<file path="src/rtl/lsu_pkg.sv">
// Shared types and helpers for the load/store unit (lsu_mem_if).
// State encoding, decoder store/load type codes, store lane steering and
// the alignment/reserved-code fault predicate used when LSU_MISALIGN_CHECK_EN
// is defined.
package lsu_pkg;

    typedef enum logic [1:0] {
        IDLE = 2'd0,
        BUS  = 2'd1,
        RESP = 2'd2
    } lsu_state_e;

    // Store truncation type: funct3[1:0] of SB/SH/SW.
    localparam logic [1:0] ST_B = 2'b00;
    localparam logic [1:0] ST_H = 2'b01;
    localparam logic [1:0] ST_W = 2'b10;

    // Load extension type: funct3 of LB/LH/LW/LBU/LHU.
    localparam logic [2:0] LD_B  = 3'b000;
    localparam logic [2:0] LD_H  = 3'b001;
    localparam logic [2:0] LD_W  = 3'b010;
    localparam logic [2:0] LD_BU = 3'b100;
    localparam logic [2:0] LD_HU = 3'b101;

    typedef struct packed {
        logic [3:0]  be;
        logic [31:0] wdata;
    } store_lanes_t;

    // Byte enables and replicated write data for a store; a reserved store
    // type falls through to a full-word write.
    function automatic store_lanes_t store_steer(input logic [1:0]  trnc,
                                                 input logic [1:0]  off,
                                                 input logic [31:0] wdata);
        store_lanes_t s;
        case (trnc)
            ST_B: begin
                s.be    = 4'b0001 << off;
                s.wdata = {4{wdata[7:0]}};
            end
            ST_H: begin
                s.be    = off[1] ? 4'b1100 : 4'b0011;
                s.wdata = {2{wdata[15:0]}};
            end
            default: begin
                s.be    = 4'b1111;
                s.wdata = wdata;
            end
        endcase
        return s;
    endfunction

    // True when an access is misaligned for its size or uses a reserved code.
    function automatic logic lsu_fault(input logic       we,
                                       input logic [1:0] off,
                                       input logic [1:0] trnc,
                                       input logic [2:0] ext);
        logic f;
        if (we) begin
            case (trnc)
                ST_B:    f = 1'b0;
                ST_H:    f = off[0];
                ST_W:    f = (off != 2'b00);
                default: f = 1'b1;
            endcase
        end else begin
            case (ext)
                LD_B, LD_BU: f = 1'b0;
                LD_H, LD_HU: f = off[0];
                LD_W:        f = (off != 2'b00);
                default:     f = 1'b1;
            endcase
        end
        return f;
    endfunction

endpackage

</file>
<file path="src/rtl/lsu_load_ext.sv">
// Load result extraction: picks the addressed byte/halfword out of a bus
// word and sign- or zero-extends it. Reserved load codes pass the word through.
module lsu_load_ext
    import lsu_pkg::*;
(
    input  logic [31:0] mem_rdata,
    input  logic [1:0]  offset,
    input  logic [2:0]  ext_type,
    output logic [31:0] rdata
);

    logic [7:0]  byte_v;
    logic [15:0] half_v;

    // Lane select then extension, purely combinational.
    always_comb begin
        // NOTE: every output of a combinational block gets a value on every
        // path (here via a default first) so no latch is inferred.
        byte_v = mem_rdata[7:0];
        rdata  = mem_rdata;
        case (offset)
            2'd0:    byte_v = mem_rdata[7:0];
            2'd1:    byte_v = mem_rdata[15:8];
            2'd2:    byte_v = mem_rdata[23:16];
            default: byte_v = mem_rdata[31:24];
        endcase
        half_v = offset[1] ? mem_rdata[31:16] : mem_rdata[15:0];
        case (ext_type)
            LD_B:    rdata = {{24{byte_v[7]}}, byte_v};
            LD_H:    rdata = {{16{half_v[15]}}, half_v};
            LD_BU:   rdata = {24'h0, byte_v};
            LD_HU:   rdata = {16'h0, half_v};
            default: rdata = mem_rdata;
        endcase
    end

endmodule

</file>
<file path="src/rtl/lsu_mem_if.sv">
// RV32I load/store unit: one access at a time over a req/ready data-memory
// bus, with byte-lane steering, byte enables and load extension.
// Optional build macro LSU_MISALIGN_CHECK_EN: fault misaligned or
// reserved-type requests in IDLE without issuing a bus cycle.
module lsu_mem_if
    import lsu_pkg::*;
#(
    parameter int ADDR_W = 32,
    parameter int DATA_W = 32
) (
    input  logic              clk,
    input  logic              reset_n,
    input  logic              acc_valid,
    input  logic              acc_we,
    input  logic [ADDR_W-1:0] acc_addr,
    input  logic [DATA_W-1:0] acc_wdata,
    input  logic [1:0]        acc_trnc,
    input  logic [2:0]        acc_ext,
    output logic              acc_stall,
    output logic              acc_done,
    output logic [DATA_W-1:0] acc_rdata,
    output logic              acc_err,
    output logic              mem_req,
    output logic              mem_we,
    output logic [ADDR_W-1:0] mem_addr,
    output logic [3:0]        mem_be,
    output logic [DATA_W-1:0] mem_wdata,
    input  logic              mem_ready,
    input  logic [DATA_W-1:0] mem_rdata
);

    if (DATA_W != 32) begin : g_data_w_check
        $error("lsu_mem_if: DATA_W must be 32 for RV32I");
    end

    lsu_state_e        state_q, state_d;
    logic              mem_req_q, mem_req_d;
    logic              mem_we_q, mem_we_d;
    logic [ADDR_W-1:0] mem_addr_q, mem_addr_d;
    logic [3:0]        mem_be_q, mem_be_d;
    logic [DATA_W-1:0] mem_wdata_q, mem_wdata_d;
    logic [1:0]        off_q, off_d;
    logic [2:0]        ext_q, ext_d;
    logic [DATA_W-1:0] rdata_q, rdata_d;
    logic [DATA_W-1:0] ext_rdata;
    store_lanes_t      lanes;
`ifdef LSU_MISALIGN_CHECK_EN
    logic              err_q, err_d;
`endif

    assign lanes = store_steer(acc_trnc, acc_addr[1:0], acc_wdata);

    lsu_load_ext u_load_ext (
        .mem_rdata (mem_rdata),
        .offset    (off_q),
        .ext_type  (ext_q),
        .rdata     (ext_rdata)
    );

    // Next-state logic: accept in IDLE, hold the bus until ready, pulse done.
    always_comb begin
        state_d     = state_q;
        mem_req_d   = mem_req_q;
        mem_we_d    = mem_we_q;
        mem_addr_d  = mem_addr_q;
        mem_be_d    = mem_be_q;
        mem_wdata_d = mem_wdata_q;
        off_d       = off_q;
        ext_d       = ext_q;
        rdata_d     = rdata_q;
`ifdef LSU_MISALIGN_CHECK_EN
        err_d       = err_q;
`endif
        case (state_q)
            IDLE: begin
                if (acc_valid) begin
                    off_d = acc_addr[1:0];
                    ext_d = acc_ext;
`ifdef LSU_MISALIGN_CHECK_EN
                    err_d = lsu_fault(acc_we, acc_addr[1:0], acc_trnc, acc_ext);
`endif
                    mem_we_d    = acc_we;
                    mem_addr_d  = {acc_addr[ADDR_W-1:2], 2'b00};
                    mem_be_d    = acc_we ? lanes.be : 4'b1111;
                    mem_wdata_d = acc_we ? lanes.wdata : '0;
                    mem_req_d   = 1'b1;
                    state_d     = BUS;
`ifdef LSU_MISALIGN_CHECK_EN
                    if (err_d) begin
                        // A faulted request never reaches the bus.
                        mem_req_d = 1'b0;
                        rdata_d   = '0;
                        state_d   = RESP;
                    end
`endif
                end
            end
            BUS: begin
                if (mem_ready) begin
                    mem_req_d = 1'b0;
                    rdata_d   = mem_we_q ? '0 : ext_rdata;
                    state_d   = RESP;
                end
            end
            RESP: begin
                state_d = IDLE;
`ifdef LSU_MISALIGN_CHECK_EN
                err_d   = 1'b0;
`endif
            end
            default: begin
                mem_req_d = 1'b0;
                state_d   = IDLE;
            end
        endcase
    end

    // State and bus registers; reset aborts any access in flight.
    always_ff @(posedge clk or negedge reset_n) begin
        if (!reset_n) begin
            state_q     <= IDLE;
            mem_req_q   <= 1'b0;
            mem_we_q    <= 1'b0;
            mem_addr_q  <= '0;
            mem_be_q    <= 4'b0000;
            mem_wdata_q <= '0;
            off_q       <= 2'b00;
            ext_q       <= 3'b000;
            rdata_q     <= '0;
`ifdef LSU_MISALIGN_CHECK_EN
            err_q       <= 1'b0;
`endif
        end else begin
            // NOTE: sequential state uses non-blocking assignments so every
            // register samples the pre-edge values of the others.
            state_q     <= state_d;
            mem_req_q   <= mem_req_d;
            mem_we_q    <= mem_we_d;
            mem_addr_q  <= mem_addr_d;
            mem_be_q    <= mem_be_d;
            mem_wdata_q <= mem_wdata_d;
            off_q       <= off_d;
            ext_q       <= ext_d;
            rdata_q     <= rdata_d;
`ifdef LSU_MISALIGN_CHECK_EN
            err_q       <= err_d;
`endif
        end
    end

    assign mem_req   = mem_req_q;
    assign mem_we    = mem_we_q;
    assign mem_addr  = mem_addr_q;
    assign mem_be    = mem_be_q;
    assign mem_wdata = mem_wdata_q;

    // Stall is low in RESP so the core advances together with acc_done.
    assign acc_stall = (acc_valid && state_q == IDLE) || (state_q == BUS);
    assign acc_done  = (state_q == RESP);
    assign acc_rdata = rdata_q;
`ifdef LSU_MISALIGN_CHECK_EN
    assign acc_err   = err_q && (state_q == RESP);
`else
    assign acc_err   = 1'b0;
`endif

endmodule
</file>
<file path="config.mk">
export PLATFORM = sky130hd
export DESIGN_NAME = lsu_mem_if
export DESIGN_NICKNAME = d
export VERILOG_FILES = /design/src/rtl/lsu_pkg.sv /design/src/rtl/lsu_load_ext.sv /design/src/rtl/lsu_mem_if.sv
export SDC_FILE = /design/constraint.sdc
export NUM_CORES = 1
export LEC_CHECK = 0
export BUFFER_PORTS_ARGS = -buffer_cell sky130_fd_sc_hd__clkbuf_2
export CORE_ASPECT_RATIO = 0.5
export CORE_UTILIZATION = 48
export DETAILED_ROUTE_END_ITERATION = 8
export PLACE_DENSITY = 0.8
export SLEW_MARGIN = 40
export SYNTH_ARGS = -nofsm -noshare
export SYNTH_HDL_FRONTEND = slang
export SYNTH_SLANG_ARGS = --single-unit
</file>
<file path="constraint.sdc">
create_clock -name clk -period 2.4 [get_ports clk]
set_input_delay 0.48 -clock clk [delete_from_list [all_inputs] [get_ports clk]]
set_output_delay 0.48 -clock clk [all_outputs]
set_load 0.01 [all_outputs]
</file>
==> results_tabular.tex, run 1 <==
\begin{tabular}{lr}
\hline
Metric & Value \\
\hline
\multicolumn{2}{l}{\textbf{Outcome}} \\
Run status & finished, final reports clean \\
\multicolumn{2}{l}{\textbf{Worst setup path}} \\
Largest fanout of any net on the critical path & 12 \\
Setup Crit Path Kind & reg -> reg \\
Delay of the slowest cell on the worst path & 0.56 ns \\
Crit path launch type & flip-flop \\
Path depth of the worst reg2reg path & 5 \\
Endpoint of the worst register-to-register path & acc\_rdata[29] \\
Slowest cell on the critical path & sky130\_fd\_sc\_hd\_\_a2111oi\_4 \\
Data required time at the worst endpoint & 2.68 ns \\
Critical path endpoint category & flip-flop \\
Reg-to-Reg Start & state\_q[1] \\
Data arrival time of the critical path & 2.37 ns \\
Sum of buffers and inverters on the critical path & 1 \\
Flop-to-flop setup slack & 0.30 ns \\
Top cell family by delay on the critical path & compound AO/OA/AOI/OAI gates \\
Worst path cell trace & nand3b\_4, or2\_0, a2111oi\_4, clkbuf\_4, a221o\_2 \\
\multicolumn{2}{l}{\textbf{Floorplan}} \\
Area of the placeable core & 9760 um\^{}2 \\
Overall die width & 146 um \\
Vertical die dimension & 74.0 um \\
Full die area & 10800 um\^{}2 \\
Count of boundary I/O pins & 211 \\
Site row count & 25 \\
Initial Util & 0.510 \\
\multicolumn{2}{l}{\textbf{STA}} \\
Worst setup skew after layout & 0.00795 ns \\
Final critical-path required period & 2.10 ns \\
Slew of the pin with the lowest slew margin & 0.681 ns \\
Part of the cycle the worst path needs & 0.873 \\
Setup repair after global routing missed its margin & no \\
Final hold violations & 0 \\
Timing-limited maximum frequency & 477 MHz \\
Final-report max-slew violation count & 0 \\
Worst slew margin & 0.546 \\
Setup Viol. Count Final & 0 \\
Final hold slack & 0.0866 ns \\
Final sum of negative setup slack & 0 ns \\
\multicolumn{2}{l}{\textbf{Clock tree}} \\
TritonCTS Buffers & 9 \\
Deepest clock path buffer count & 2 \\
Clock insertion delay at the later pin of the skew report & 0.34 ns \\
Clock tree from TritonCTS & built \\
Cts-stage hold buffer count & 0 \\
CTS H-tree lvls & 3 \\
Post-CTS Setup Bufs & 0 \\
Total of cells resized after clock tree synthesis & 0 \\
Clock Sink Count & 107 \\
CTS Root Buffer Type & sky130\_fd\_sc\_hd\_\_clkbuf\_16 \\
Clock-pin slew of the registers on the worst-case setup and hold paths & 0.07 ns \\
\multicolumn{2}{l}{\textbf{Routing}} \\
First DRT Iteration DRCs & 293 \\
Total wire length & 13000 um \\
Routed vias/inst & 5.24 \\
Average wire per standard cell & 15.4 um \\
Vias post-DR & 4429 \\
Antenna viol nets, final & 0 \\
Residual DRC & 0 \\
TritonRoute pass-1 iters & 4 \\
\multicolumn{2}{l}{\textbf{Cells and area}} \\
Antenna cells & 0 \\
Fraction of final layout cells with drive strength greater than 1 & 0.381 \\
Count of nets after finishing & 812 \\
Fillcell total & 817 \\
Commonest non-fill, non-tap cells in the layout & sky130\_fd\_sc\_hd\_\_clkbuf\_2, sky130\_fd\_sc\_hd\_\_nand2\_1, sky130\_fd\_sc\_hd\_\_dfrtp\_1 \\
Final Core Density & 0.660 \\
Most common cell after layout, fill and taps aside & sky130\_fd\_sc\_hd\_\_clkbuf\_2 \\
Final cell area excluding filler cells & 6440 um\^{}2 \\
Area growth syn-to-layout & 29.3\% \\
\multicolumn{2}{l}{\textbf{Synthesis}} \\
Average cell area after synthesis & 9.65 um\^{}2 \\
Number of synthesized register bits & 107 \\
Number of instances in the synthesized netlist & 516 \\
Synthesis warning total & 0 \\
Number of enable-type register cells in the synthesized netlist & 0 \\
Fraction of synthesis flops using an asynchronous set or reset pin & 1.00 \\
Netlist Area Pre-Place & 4980 um\^{}2 \\
Sequential share of the synthesized area & 0.538 \\
Top flip-flop cell by instance count after synthesis & sky130\_fd\_sc\_hd\_\_dfrtp\_1 \\
Number of distinct library cells after synthesis & 34 \\
\multicolumn{2}{l}{\textbf{Power and ir drop}} \\
Leakage power total & 3.42 nW \\
Largest voltage drop on the vdd net & 0.487 mV \\
Power Density & 1070 nW/um\^{}2 \\
Overall Power & 6.90 mW \\
\multicolumn{2}{l}{\textbf{Global routing}} \\
Via count of the first global-routing pass & 4263 \\
First-pass GRT wire length & 21000 um \\
Maximum number of pins on one net before global-route repair & 87 \\
Sum of overflow across all layers after global routing & 0 \\
Antenna violations before repair & 0 \\
GR Util All Layers & 0.247 \\
\multicolumn{2}{l}{\textbf{Placed design}} \\
Post-detail-place hpwl & 9600 um \\
Placement Cell Area & 6140 um\^{}2 \\
Port buffer count & 207 \\
Placer congestion estimate & 0.822 \\
\multicolumn{2}{l}{\textbf{Min path}} \\
Class of the tightest hold or removal check & in -> async \\
\multicolumn{2}{l}{\textbf{Job}} \\
Max-capacitance violation count & 0 \\
\hline
\end{tabular}
==> power breakdown <==
group          leakage, nW  total [mW]  internal [mW]  switching [mW]
registers             1.35        2.93           2.45           0.477
logic                 1.92        2.54           1.16            1.39
clock network        0.142        1.43          0.790           0.636
total                 3.42        6.90           4.40            2.50
==> worst reg2reg max path: cells and delay by family, from the launching register on <==
kind                   cells  cell delay [ns]
buffers and inverters      1             0.33
AND/OR/NAND/NOR            2             0.56
AO/OA/AOI/OAI              2             0.70
flip-flops                 1             0.45
==> sequential cells by signal, indices dropped and copies added (netlist names) <==
name / count
off_q: 2
mem_req: 1
ext_q: 3
mem_we: 1
mem_wdata: 32
mem_addr: 30
mem_be: 4
state_q: 2
acc_rdata: 32
==> stage by stage <==
stage	cells	worst slack, ns
floorplan	518	0.617
global placement	829	0.181
detailed placement	829	0.101
CTS	845	0.146
global route	846	0.223
finish	846	0.305
==> how the worst max path moves through the flow <==
stage,start,to,depth (start not counted)
floorplan,mem_rdata[31],acc_rdata[21],5
CTS,state_q[1],acc_rdata[29],4
finish,state_q[1],acc_rdata[29],5
global placement,mem_ready,acc_rdata[25],5
global route,state_q[1],acc_rdata[20],5
detailed placement,mem_ready,acc_rdata[29],5
==> synthesized netlist by cell type (5+ instances only) <==
cell,instances,area (um^2)
sky130_fd_sc_hd__inv_1,12,45.0
sky130_fd_sc_hd__o31ai_1,16,120
sky130_fd_sc_hd__o21ba_2,5,50.1
sky130_fd_sc_hd__a21oi_1,20,100
sky130_fd_sc_hd__mux2i_1,9,90.1
sky130_fd_sc_hd__mux2_2,18,203
sky130_fd_sc_hd__a221o_2,9,101
sky130_fd_sc_hd__nand2_1,141,529
sky130_fd_sc_hd__a221o_1,8,80.1
sky130_fd_sc_hd__clkbuf_1,32,120
sky130_fd_sc_hd__nor2_1,27,101
sky130_fd_sc_hd__nor2b_1,19,119
sky130_fd_sc_hd__a22o_1,21,184
sky130_fd_sc_hd__dfrtp_1,107,2680
sky130_fd_sc_hd__o21ai_0,34,170
sky130_fd_sc_hd__nor3_1,5,25.0
==> logic make-up (layout without fill, tap and decap cells) <==
kind of cell | Yosys count | count (layout) | synth area share
compound gates | 127 | 127 | 0.188
buf+inv | 53 | 246 | 0.0445
flops | 107 | 107 | 0.538
mux | 27 | 27 | 0.0588
other cells | 1 | 3 | 0.000753
simple gates | 201 | 201 | 0.171
==> final cells by class <==
cell class	count	area, um^2	share of cell area
Sequential cell	107	2680	0.416
Multi-Input combinational cell	358	2100	0.326
Timing Repair Buffer	218	1160	0.180
Clock buffer	13	270	0.0420
Tap cell	135	169	0.0262
Inverter	12	45.0	0.00700
Clock inverter	3	21.3	0.00330
==> routing by layer <==
metal  vias to the layer above  GRT usage  part of all wire
met5                         -          0                 0
met4                         0     0.0648            0.0085
met3                        10     0.0577             0.058
met2                       143      0.422              0.49
met1                      2131      0.324              0.44
li1                       2145          -                 -
No activity file was read; power rests on OpenSTA's default activity.
==> inputs of run 2 (changes only) <==
clock period = 2 ns   (was 2.4 ns; I/O delays follow)
==> results_tabular.tex, run 2 (same netlist as run 1, synthesis figures left out) <==
\begin{tabular}{lr}
\hline
Metric & Value \\
\hline
\multicolumn{2}{l}{\textbf{Global routing}} \\
M2 GR Usage & 0.415 (-0.00691) \\
Met3 global-route usage & 0.0534 (-0.00429) \\
Sum of overflow across all layers after global routing & 0 (unchanged) \\
First-pass GRT wire length & 21000 um (about the same) \\
Maximum number of pins on one net before global-route repair & 87 (unchanged) \\
Met1 track demand over resource in global routing & 0.334 (+0.0100) \\
Via count of the first global-routing pass & 4174 (-2.1\%) \\
GR Util All Layers & 0.248 (+0.000979) \\
Layer with the highest usage after global routing & met2 \\
Antenna violations before repair & 0 (unchanged) \\
\multicolumn{2}{l}{\textbf{Clock tree}} \\
Cts-stage hold buffer count & 0 (unchanged) \\
Total of cells resized after clock tree synthesis & 0 (unchanged) \\
Clock Sink Count & 107 (unchanged) \\
Clock tree from TritonCTS & built \\
Post-CTS Setup Bufs & 1 (+1) \\
CTS Root Buffer Type & sky130\_fd\_sc\_hd\_\_clkbuf\_16 \\
CTS H-tree lvls & 3 (unchanged) \\
Clock-pin slew of the registers on the worst-case setup and hold paths & 0.07 ns (about the same) \\
TritonCTS Buffers & 9 (unchanged) \\
Clock insertion delay at the later pin of the skew report & 0.34 ns (about the same) \\
Deepest clock path buffer count & 2 (unchanged) \\
\multicolumn{2}{l}{\textbf{Cells and area}} \\
Antenna cells & 0 (unchanged) \\
Commonest non-fill, non-tap cells in the layout & sky130\_fd\_sc\_hd\_\_clkbuf\_2, sky130\_fd\_sc\_hd\_\_nand2\_1, sky130\_fd\_sc\_hd\_\_dfrtp\_1 \\
Count of nets after finishing & 821 (+1.1\%) \\
Fraction of final layout cells with drive strength greater than 1 & 0.387 (+0.00549) \\
Area growth syn-to-layout & 31.2\% \\
Final Core Density & 0.669 (+0.00987) \\
Multi-input logic area & 2100 um\^{}2 (unchanged) \\
Seq. cell area & 2680 um\^{}2 (unchanged) \\
Fillcell total & 823 (+0.73\%) \\
Most common cell after layout, fill and taps aside & sky130\_fd\_sc\_hd\_\_clkbuf\_2 \\
\multicolumn{2}{l}{\textbf{STA}} \\
Worst Slack Setup Final & 0.169 ns (-0.136 ns) \\
Worst setup skew after layout & 0.00607 ns (-0.00188 ns) \\
Final hold slack & -0.00112 ns (-0.0877 ns) \\
Part of the cycle the worst path needs & 0.916 (+0.0427) \\
Setup Viol. Count Final & 0 (unchanged) \\
Slew of the pin with the lowest slew margin & 0.628 ns (-0.0534 ns) \\
Final-report max-slew violation count & 0 (unchanged) \\
Timing-limited maximum frequency & 546 MHz (+14\%) \\
Final critical-path required period & 1.83 ns (-0.264 ns) \\
Final hold violations & 3 (+3) \\
Worst slew margin & 0.581 (+0.0356) \\
Setup repair after global routing missed its margin & no \\
\multicolumn{2}{l}{\textbf{Worst setup path}} \\
Largest fanout of any net on the critical path & 14 (+2) \\
Worst path cell trace & buf\_4, or3b\_4, nor3b\_1, o21ai\_0, o21a\_1 \\
Data arrival time of the critical path & 2.06 ns (-0.31 ns) \\
Endpoint of the worst register-to-register path & mem\_be[0] \\
Crit path launch type & flip-flop \\
Path depth of the worst reg2reg path & 5 (unchanged) \\
Slowest cell on the critical path & sky130\_fd\_sc\_hd\_\_or3b\_4 \\
Reg-to-Reg Start & state\_q[1] \\
Critical path endpoint category & flip-flop \\
Delay of the slowest cell on the worst path & 0.49 ns (-0.07 ns) \\
Flop-to-flop setup slack & 0.17 ns (-0.14 ns) \\
Data required time at the worst endpoint & 2.23 ns (-0.45 ns) \\
Startpoint of the worst setup timing path & state\_q[1] \\
Setup Crit Path Kind & reg -> reg \\
\multicolumn{2}{l}{\textbf{Floorplan}} \\
Initial Util & 0.510 (unchanged) \\
Full die area & 10800 um\^{}2 (unchanged) \\
Count of boundary I/O pins & 211 (unchanged) \\
Overall die width & 146 um (unchanged) \\
Site row count & 25 (unchanged) \\
Area of the placeable core & 9760 um\^{}2 (unchanged) \\
Vertical die dimension & 74.0 um (unchanged) \\
\multicolumn{2}{l}{\textbf{Placed design}} \\
Post-detail-place hpwl & 9630 um (+0.35\%) \\
Placer congestion estimate & 0.800 (-2.7\%) \\
Dpl ws & -0.0936 ns (-0.195 ns) \\
Port buffer count & 207 (unchanged) \\
\multicolumn{2}{l}{\textbf{Outcome}} \\
Failing checks & hold timing \\
Run status & finished, violations left \\
\multicolumn{2}{l}{\textbf{Routing}} \\
First DRT Iteration DRCs & 217 (-26\%) \\
Average wire per standard cell & 15.4 um (about the same) \\
TritonRoute pass-1 iters & 4 (unchanged) \\
Antenna viol nets, final & 0 (unchanged) \\
Routed vias/inst & 5.17 (-1.2\%) \\
Vias post-DR & 4419 (-0.23\%) \\
Residual DRC & 0 (unchanged) \\
Total wire length & 13100 um (+1.0\%) \\
\multicolumn{2}{l}{\textbf{Power and ir drop}} \\
Power Density & 1290 nW/um\^{}2 (+20\%) \\
Largest voltage drop on the vdd net & 0.536 mV (+10\%) \\
Leakage power total & 3.47 nW (+1.6\%) \\
\multicolumn{2}{l}{\textbf{Min path}} \\
Class of the tightest hold or removal check & in -> async \\
\multicolumn{2}{l}{\textbf{Job}} \\
Max-capacitance violation count & 0 (unchanged) \\
\hline
\end{tabular}
## run 2: cell type report
cell class	count	area share
Multi-Input combinational cell	358	0.321
Clock inverter	2	0.00536
Timing Repair Buffer	227	0.191
Tap cell	135	0.0259
Inverter	12	0.00689
Sequential cell	107	0.410
Clock buffer	13	0.0398
## run 2: worst max-delay path: cells and delay by family, from the launching register on
family	cells	cell delay (ns)
buffers and inverters	1	0.16
flip-flops	1	0.37
AND/OR/NAND/NOR	2	0.90
AO/OA/AOI/OAI	2	0.29
## run 2: how the worst max path moves through the flow
| stage | endpoint | slack [ns] | cells past startpoint |
|---|---|---|---|
| finish | mem_be[0] | 0.17 | 5 |
| floorplan | acc_rdata[21] | 0.23 | 5 |
| detailed placement | acc_rdata[28] | -0.09 | 5 |
| global placement | acc_rdata[25] | -0.05 | 5 |
| CTS | mem_be[1] | 0.14 | 5 |
| global route | mem_be[0] | 0.0003 | 5 |
## run 2: stage by stage
step           instances  power, mW  instance area [um^2]  TNS (ns)
5_1_grt              854       8.99                  6530         0
3_3_place_gp         838       6.59                  6220    -0.614
3_5_place_dp         838       6.68                  6220     -1.36
4_1_cts              854       8.49                  6530         0
2_1_floorplan        518       5.26                  4990         0
6_report             854       8.42                  6530         0
## run 2: per-layer routing
layer	wire (um)	vias to the layer above
li1	-	2159
met1	5960	2107
met2	6380	141
met3	646	12
met4	154	0
met5	0	-
## run 2: report_power, final
part | switching, mW | leakage, nW | internal, mW | total (mW)
logic | 1.75 | 1.97 | 1.44 | 3.20
registers | 0.507 | 1.35 | 2.94 | 3.45
clock network | 0.740 | 0.146 | 1.03 | 1.77
